<file path="src/rtl/zpu_small_cpu.sv">
// ZPU "small" stack CPU: one instruction fetched per word access, stack kept in memory,
// single outstanding request/done memory port, interrupt entry, EMULATE and BREAKPOINT.
module zpu_small_cpu #(
    parameter logic [31:0] STACK_TOP  = 32'h003F_FFF8,
    parameter logic [31:0] RESET_PC   = 32'h0000_0000,
    parameter logic [31:0] INT_VECTOR = 32'h0000_0020
) (
    input  logic        clk,
    input  logic        reset,
    input  logic        i_interrupt,
    output logic        o_read,
    output logic        o_write,
    input  logic        i_done,
    output logic [31:0] o_addr,
    input  logic [31:0] i_data_read,
    output logic [31:0] o_data_write
);

    localparam int unsigned W = 32;

    typedef enum logic [3:0] {
        S_FETCH, S_FETCH_WT, S_DECODE, S_RD1_WT, S_EXEC1,
        S_RD2_WT, S_EXEC2, S_WR_WT, S_HALT
    } state_e;

    typedef enum logic [4:0] {
        OP_IM, OP_STORESP, OP_LOADSP, OP_ADDSP, OP_EMULATE, OP_BREAK,
        OP_PUSHSP, OP_POPPC, OP_ADD, OP_AND, OP_OR, OP_LOAD, OP_NOT,
        OP_FLIP, OP_STORE, OP_POPSP, OP_NOP
    } op_e;

    state_e         state_q, state_d;
    op_e            op_c;
    logic [W-1:0]   pc_q, pc_d, sp_q, sp_d, a_q, a_d, b_q, b_d, tmp_q, tmp_d;
    logic [W-1:0]   addr_q, addr_d, wdata_q, wdata_d;
    logic [7:0]     opcode_q, opcode_d;
    logic           idim_q, idim_d, int_active_q, int_active_d, halted_q, halted_d;
    logic           rd_q, rd_d, wr_q, wr_d;
    logic           take_int_c;
    logic [W-1:0]   sp_m4_c, sp_p4_c, spoff_c, addoff_c;

    function automatic logic [W-1:0] bit_rev(input logic [W-1:0] v);
        logic [W-1:0] r;
        for (int i = 0; i < 32; i++) r[i] = v[31-i];
        return r;
    endfunction

    assign o_read       = rd_q;
    assign o_write      = wr_q;
    assign o_addr       = addr_q;
    assign o_data_write = wdata_q;

    assign take_int_c = i_interrupt & ~int_active_q & ~idim_q & ~halted_q;
    assign sp_m4_c    = sp_q - W'(4);
    assign sp_p4_c    = sp_q + W'(4);
    assign spoff_c    = {25'd0, opcode_q[4:0] ^ 5'h10, 2'b00};
    assign addoff_c   = {26'd0, opcode_q[3:0], 2'b00};

    // Opcode class of the latched instruction byte
    always_comb begin
        op_c = OP_NOP;
        if (opcode_q[7])                    op_c = OP_IM;
        else if (opcode_q[7:5] == 3'b010)   op_c = OP_STORESP;
        else if (opcode_q[7:5] == 3'b011)   op_c = OP_LOADSP;
        else if (opcode_q[7:4] == 4'b0001)  op_c = OP_ADDSP;
        else if (opcode_q[7:5] == 3'b001)   op_c = OP_EMULATE;
        else begin
            case (opcode_q[3:0])
                4'h0:    op_c = OP_BREAK;
                4'h2:    op_c = OP_PUSHSP;
                4'h4:    op_c = OP_POPPC;
                4'h5:    op_c = OP_ADD;
                4'h6:    op_c = OP_AND;
                4'h7:    op_c = OP_OR;
                4'h8:    op_c = OP_LOAD;
                4'h9:    op_c = OP_NOT;
                4'hA:    op_c = OP_FLIP;
                4'hC:    op_c = OP_STORE;
                4'hD:    op_c = OP_POPSP;
                default: op_c = OP_NOP;
            endcase
        end
    end

    always_ff @(posedge clk or negedge reset) begin
        if (!reset) state_q <= S_FETCH;
        else        state_q <= state_d;
    end

    always_comb begin
        state_d = state_q;
        case (state_q)
            S_FETCH:    state_d = take_int_c ? S_WR_WT : S_FETCH_WT;
            S_FETCH_WT: if (i_done) state_d = S_DECODE;
            S_DECODE: begin
                case (op_c)
                    OP_IM:                 state_d = idim_q ? S_RD1_WT : S_WR_WT;
                    OP_EMULATE, OP_PUSHSP: state_d = S_WR_WT;
                    OP_BREAK:              state_d = S_HALT;
                    OP_NOP:                state_d = S_FETCH;
                    default:               state_d = S_RD1_WT;
                endcase
            end
            S_RD1_WT:   if (i_done) state_d = S_EXEC1;
            S_EXEC1: begin
                case (op_c)
                    OP_ADDSP, OP_ADD, OP_AND, OP_OR, OP_LOAD, OP_STORE: state_d = S_RD2_WT;
                    OP_POPPC, OP_POPSP:                                 state_d = S_FETCH;
                    default:                                            state_d = S_WR_WT;
                endcase
            end
            S_RD2_WT:   if (i_done) state_d = S_EXEC2;
            S_EXEC2:    state_d = S_WR_WT;
            S_WR_WT:    if (i_done) state_d = S_FETCH;
            S_HALT:     state_d = S_HALT;
            default:    state_d = S_FETCH;
        endcase
    end

    // Datapath and bus request sequencing; requests are issued on entry to a *_WT state
    always_comb begin
        pc_d = pc_q;   sp_d = sp_q;   a_d = a_q;   b_d = b_q;   tmp_d = tmp_q;
        opcode_d = opcode_q;   idim_d = idim_q;   int_active_d = int_active_q;
        halted_d = halted_q;   rd_d = rd_q;   wr_d = wr_q;
        addr_d = addr_q;   wdata_d = wdata_q;
        case (state_q)
            S_FETCH: begin
                if (take_int_c) begin
                    sp_d = sp_m4_c;  wr_d = 1'b1;  addr_d = sp_m4_c;  wdata_d = pc_q;
                    pc_d = INT_VECTOR;  int_active_d = 1'b1;  idim_d = 1'b0;
                end else begin
                    rd_d = 1'b1;  addr_d = {pc_q[31:2], 2'b00};
                end
            end
            S_FETCH_WT: begin
                if (i_done) begin
                    rd_d = 1'b0;
                    case (pc_q[1:0])
                        2'd0:    opcode_d = i_data_read[31:24];
                        2'd1:    opcode_d = i_data_read[23:16];
                        2'd2:    opcode_d = i_data_read[15:8];
                        default: opcode_d = i_data_read[7:0];
                    endcase
                end
            end
            S_DECODE: begin
                pc_d   = pc_q + W'(1);
                idim_d = (op_c == OP_IM);
                case (op_c)
                    OP_IM: begin
                        if (idim_q) begin
                            rd_d = 1'b1;  addr_d = sp_q;
                        end else begin
                            sp_d = sp_m4_c;  wr_d = 1'b1;  addr_d = sp_m4_c;
                            wdata_d = {{25{opcode_q[6]}}, opcode_q[6:0]};
                        end
                    end
                    OP_STORESP: begin
                        tmp_d = sp_q + spoff_c;  rd_d = 1'b1;  addr_d = sp_q;  sp_d = sp_p4_c;
                    end
                    OP_LOADSP: begin rd_d = 1'b1;  addr_d = sp_q + spoff_c; end
                    OP_ADDSP:  begin rd_d = 1'b1;  addr_d = sp_q + addoff_c; end
                    OP_EMULATE: begin
                        sp_d = sp_m4_c;  wr_d = 1'b1;  addr_d = sp_m4_c;  wdata_d = pc_q + W'(1);
                        pc_d = {22'd0, opcode_q[4:0], 5'd0};
                    end
                    OP_BREAK:  halted_d = 1'b1;
                    OP_PUSHSP: begin
                        sp_d = sp_m4_c;  wr_d = 1'b1;  addr_d = sp_m4_c;  wdata_d = sp_q;
                    end
                    OP_NOP:    ;
                    default:   begin rd_d = 1'b1;  addr_d = sp_q; end
                endcase
            end
            S_RD1_WT: if (i_done) begin rd_d = 1'b0;  a_d = i_data_read; end
            S_EXEC1: begin
                case (op_c)
                    OP_IM:      begin wr_d = 1'b1;  addr_d = sp_q;  wdata_d = {a_q[24:0], opcode_q[6:0]}; end
                    OP_STORESP: begin wr_d = 1'b1;  addr_d = tmp_q;  wdata_d = a_q; end
                    OP_LOADSP:  begin sp_d = sp_m4_c;  wr_d = 1'b1;  addr_d = sp_m4_c;  wdata_d = a_q; end
                    OP_ADDSP:   begin rd_d = 1'b1;  addr_d = sp_q; end
                    OP_POPPC:   begin pc_d = a_q;  sp_d = sp_p4_c;  int_active_d = 1'b0; end
                    OP_ADD, OP_AND, OP_OR, OP_STORE: begin rd_d = 1'b1;  addr_d = sp_p4_c; end
                    OP_LOAD:    begin rd_d = 1'b1;  addr_d = {a_q[31:2], 2'b00}; end
                    OP_NOT:     begin wr_d = 1'b1;  addr_d = sp_q;  wdata_d = ~a_q; end
                    OP_FLIP:    begin wr_d = 1'b1;  addr_d = sp_q;  wdata_d = bit_rev(a_q); end
                    OP_POPSP:   sp_d = a_q;
                    default:    ;
                endcase
            end
            S_RD2_WT: if (i_done) begin rd_d = 1'b0;  b_d = i_data_read; end
            S_EXEC2: begin
                case (op_c)
                    OP_ADDSP: begin wr_d = 1'b1;  addr_d = sp_q;  wdata_d = a_q + b_q; end
                    OP_ADD:   begin sp_d = sp_p4_c;  wr_d = 1'b1;  addr_d = sp_p4_c;  wdata_d = a_q + b_q; end
                    OP_AND:   begin sp_d = sp_p4_c;  wr_d = 1'b1;  addr_d = sp_p4_c;  wdata_d = a_q & b_q; end
                    OP_OR:    begin sp_d = sp_p4_c;  wr_d = 1'b1;  addr_d = sp_p4_c;  wdata_d = a_q | b_q; end
                    OP_LOAD:  begin wr_d = 1'b1;  addr_d = sp_q;  wdata_d = b_q; end
                    OP_STORE: begin
                        sp_d = sp_q + W'(8);  wr_d = 1'b1;  addr_d = {a_q[31:2], 2'b00};  wdata_d = b_q;
                    end
                    default:  ;
                endcase
            end
            S_WR_WT: if (i_done) wr_d = 1'b0;
            default: ;
        endcase
    end

    always_ff @(posedge clk or negedge reset) begin
        if (!reset) begin
            pc_q <= RESET_PC;   sp_q <= STACK_TOP;   a_q <= '0;   b_q <= '0;   tmp_q <= '0;
            opcode_q <= '0;   idim_q <= 1'b0;   int_active_q <= 1'b0;   halted_q <= 1'b0;
            rd_q <= 1'b0;   wr_q <= 1'b0;   addr_q <= '0;   wdata_q <= '0;
        end else begin
            pc_q <= pc_d;   sp_q <= sp_d;   a_q <= a_d;   b_q <= b_d;   tmp_q <= tmp_d;
            opcode_q <= opcode_d;   idim_q <= idim_d;   int_active_q <= int_active_d;
            halted_q <= halted_d;   rd_q <= rd_d;   wr_q <= wr_d;
            addr_q <= addr_d;   wdata_q <= wdata_d;
        end
    end

endmodule

</file>
<file path="config.mk">
export PLATFORM = sky130hd
export DESIGN_NAME = zpu_small_cpu
export DESIGN_NICKNAME = d
export VERILOG_FILES = /design/src/rtl/zpu_small_cpu.sv
export SDC_FILE = /design/constraint.sdc
export NUM_CORES = 1
export LEC_CHECK = 0
export CAP_MARGIN = 20
export CELL_PAD_IN_SITES_DETAIL_PLACEMENT = 1
export CELL_PAD_IN_SITES_GLOBAL_PLACEMENT = 2
export CORE_MARGIN = 5
export CORE_UTILIZATION = 40
export DETAILED_ROUTE_END_ITERATION = 6
export PLACE_DENSITY = 0.95
export SYNTH_ARGS = -nofsm -noshare
export SYNTH_HDL_FRONTEND = slang
export SYNTH_SLANG_ARGS = --single-unit
export TNS_END_PERCENT = 50
</file>
<file path="constraint.sdc">
create_clock -name clk -period 9.1 [get_ports clk]
set_clock_uncertainty 0.15 [all_clocks]
set_input_delay 1.82 -clock clk [delete_from_list [all_inputs] [get_ports clk]]
set_output_delay 1.82 -clock clk [all_outputs]
set_load 0.005 [all_outputs]
</file>
==> summary.txt <==
Detailed routing
  • Vias per cell: approximately 7.4
  • WL/cell: about 36 um
  • Final WL: 143200 um
  • Residual DRC: 0
  • Pre-antenna DRT Iters: 6
  • 1st-iter DRT viols: 4156
  • Vias: between 20000 and 30000
  • Final ANT Viol Nets: 0

Setup path
  • RR Endpoint: o_addr[15]$_DFFE_PN0P_
  • R2R Path Start: opcode_q[1]$_DFFE_PN0P_
  • Crit-path slowest cell: dfrtp_1
  • R2R Setup Slk: around 3.8 ns
  • Kind of critical path: register to register
  • Crit. Startpoint: opcode_q[1]$_DFFE_PN0P_
  • Max stage delay on crit path: approximately 0.67 ns
  • Required @ worst endpoint: roughly 9.4 ns
  • CP cell instances: inv_1, ha_1, or2_1, a21oi_1, o31a_1, nor3_1, nor3_2, buf_4, nor4_4, and2_0, a2111oi_0, a31oi_1
  • Crit path capture: o_addr[15]$_DFFE_PN0P_
  • Arrival time of the worst setup path: 5.55 ns
  • Critical path peak fanout: 13
  • Worst setup EP type: register
  • Startpoint Class: register
  • Reg2Reg Depth: 12

Synthesis
  • Post-synth top flop: dfrtp_1
  • Top cells by area, synth: dfrtp_1 (24%), o21ai_0 (6.9%), nand2_1 (5.9%), nor2_1 (5.2%), a21oi_1 (4.8%)
  • Synthesized flop and latch total: around 240
  • Register area share after synthesis: between 20% and 30%
  • Cell Area, Synth: approximately 23000 um^2
  • EDFF count, synth: 0
  • Post-synthesis net count: approximately 3300
  • FFs w/ async S/R, synth: 100.0%
  • Area share of the leading cell type in the synthesized netlist: about a quarter
  • Cell taking the most area after synthesis: dfrtp_1
  • Yosys cell types: 98
  • Mean Syn Cell Area: 7.339 um^2
  • Mapped Cells: roughly 3200
  • Ys Warns: 0

Power
  • Power per cell area: 502.2 nW/um^2
  • VDD IR max: 263.7 uV
  • Lkg Pwr: approximately 9.6 nW
  • PnR Total Power: roughly 13 mW

Placed design
  • Port Buffer Count: a little over 100
  • Placer Congestion: roughly 1.0
  • Dpl ws: 3.869 ns
  • Final HPWL DP: roughly 100000 um
  • Cells after DPL: slightly below 4000

Min path
  • Class of the worst hold path: register to register

CTS
  • TritonCTS buffer count: 34
  • Clk Tree Root Cell: clkbuf_16
  • Clock Latency Late Sink: ~0.60 ns
  • Buffers inserted by post-CTS timing repair: 0
  • Number of H-tree levels: 2
  • Worst-case clock buffer depth: 3
  • Worst-path clk slew: 0.06 ns
  • Post-cts resize count: 0
  • Hold-fix buffers at CTS: 0
  • CTS tree: done
  • Clock sink count: roughly 240

Timing
  • Worst-Margin Slew: ~1.2 ns
  • Unrepaired setup endpoints after global routing: no
  • Final Cycle Share: 58.15%
  • Setup TNS: 0 ns
  • Slew HR: 18.25%
  • Final worst setup slack: roughly 3.8 ns
  • Achievable Freq: 189.0 MHz
  • Final Critical Period: around 5.3 ns
  • Slew Viols, Final: 0
  • # setup viols final: 0
  • Final hold vios: 0

Floorplanning
  • FP Rows: 88
  • Initial Util: 40.41%
  • Core Area: a little under 60000 um^2
  • Die width: between 200 and 300 um
  • Die area: around 63000 um^2
  • IO Pins: 102
  • Die span in y: approximately 250 um

Global routing
  • Number of global-route vias before repair: 29140
  • Initial antenna violation count: 5
  • Largest net degree at the start of global routing: ~70
  • Gr ovfl total: 0
  • First-pass GRT wire length: around 200000 um
  • Tot GR Track Use: between 40% and 50%

Cells and area
  • FILL cells: 7191
  • Post-Layout Cell Count: 3927
  • Share of cells above drive strength 1: under 10%
  • Nets: 3254
  • Area Overhead vs Synth: 12.69%

Run status
  • Status: completed

Flow run
  • Max_cap viols: 0
==> worst max-delay path, delay by kind of cell (launching register included) <==
| kind | cells | cell delay [ns] |
|---|---|---|
| DFF | 1 | 0.67 |
| buffers and inverters | 2 | 0.66 |
| adders and majority gates | 1 | 0.25 |
| and+or+nand+nor | 5 | 1.76 |
| AOI/OAI and AO/OA | 4 | 1.60 |
==> layer usage <==
metal | vias to the layer above | GRT usage, % | wire (um)
met5 | - | 0 | 8
met4 | 2 | 30.58 | 13140
met3 | 733 | 14.11 | 18320
met2 | 2266 | 63.51 | 59260
met1 | 14300 | 52.83 | 52500
li1 | 11780 | - | -
==> cells in the mapped netlist, types with 10 or more instances <==
cell type    n
a2111oi_0   16
a211oi_1    54
a21o_1      31
a21oi_1    225
a221o_1     30
a221oi_1    69
a222oi_1    24
a22o_1      17
a22oi_1     49
a2bb2oi_1   13
a311oi_1    21
a31oi_1     57
and2_1      15
and3_1      19
buf_1       14
buf_2       27
clkbuf_1   244
dfrtp_1    222
dfstp_2     19
ha_1        84
inv_1      103
mux2_2      11
nand2_1    369
nand2b_1    14
nand3_1     68
nand4_1     45
nor2_1     325
nor2b_1     18
nor3_1      98
nor4_1      39
o2111ai_1   18
o211ai_1    21
o21a_1      18
o21ai_0    321
o221ai_1    26
o22ai_1     48
o31ai_1     14
o32a_1      10
or2_2       18
or3_1       22
xnor2_1    103
xor2_1      42
==> placed cells by master, fill, tap and decap left out, types with 21 or more instances in the layout <==
cell type,netlist,layout
a222oi_1,24,24
clkbuf_16,0,34
clkdlybuf4s50_1,0,100
a221oi_1,69,69
nor2_1,325,319
a31oi_1,57,57
buf_4,2,99
ha_1,84,84
nor3_1,98,92
o22ai_1,48,48
or3_1,22,21
nand4_1,45,45
a22oi_1,49,49
nand2_1,369,369
nor4_1,39,36
nand3_1,68,66
a21o_1,31,31
inv_1,103,103
xnor2_1,103,103
o211ai_1,21,21
xor2_1,42,42
a211oi_1,54,54
o21ai_0,321,321
a21oi_1,225,222
a221o_1,30,30
dfrtp_1,222,222
o221ai_1,26,26
a311oi_1,21,21
==> report_power, final <==
part / switching, mW / internal [mW]
Clock: 0.613 / 0.871
Sequential: 1.23 / 1.59
Combinational: 6.12 / 2.79
Total: 7.97 / 5.25
==> through the flow <==
stage / instance area [um^2] / utilization, % / hold WS (ns)
after floorplan: 23360 / - / 0.2931
after global placement: 25100 / 43.42 / 0.3135
after detailed placement: 25120 / 43.45 / 0.3249
after CTS: 26310 / 45.52 / 0.3409
after global routing: 26320 / 45.53 / 0.3631
final: 26320 / 45.54 / 0.3393
==> registers in the layout, summed over array words and instances, names as in the netlist, 4 cells and up <==
name and count:
a_q 32, b_q 32, o_addr 32, o_data_write 32, pc_q 32, sp_q 32, tmp_q 32, opcode_q 8
state_q 4
==> final cells by class <==
class	instances	area [um^2]	area share [%]
inverters	104	390.4	1.483
flip-flops and latches	241	6055	23.00
repair buffers	202	1774	6.740
clock buffers	47	969.7	3.684
clock inverters	15	225.2	0.8556
well taps	765	957.2	3.636
multi-input cells	2549	15940	60.56
diodes	4	10.01	0.03802
==> cells by family (layout without fill, tap and decap cells) <==
| family | count (synthesis) | in the layout | synth area share [%] |
|---|---|---|---|
| compound gates | 1192 | 1192 | 34.36 |
| xor+xnor | 145 | 145 | 5.437 |
| fa+ha+maj | 86 | 86 | 4.671 |
| buf+inv | 393 | 368 | 6.556 |
| flops | 241 | 241 | 25.92 |
| mux | 21 | 21 | 1.066 |
| other cells | 0 | 4 | 0 |
| simple gates | 1105 | 1105 | 21.99 |
==> worst min-delay path by stage <==
stage,startpoint,endpoint,slack (ns),cells after the start
after detailed placement,o_data_write[19]$_DFFE_PN0P_,o_data_write[19]$_DFFE_PN0P_,0.32,2
after global placement,tmp_q[21]$_DFFE_PN0P_,tmp_q[21]$_DFFE_PN0P_,0.31,2
final,o_data_write[23]$_DFFE_PN0P_,o_data_write[23]$_DFFE_PN0P_,0.34,2
after global routing,tmp_q[30]$_DFFE_PN0P_,tmp_q[30]$_DFFE_PN0P_,0.36,2
after CTS,tmp_q[30]$_DFFE_PN0P_,tmp_q[30]$_DFFE_PN0P_,0.34,2
after floorplan,tmp_q[29]$_DFFE_PN0P_,tmp_q[29]$_DFFE_PN0P_,0.29,2
(Power assumes the default switching activity.)
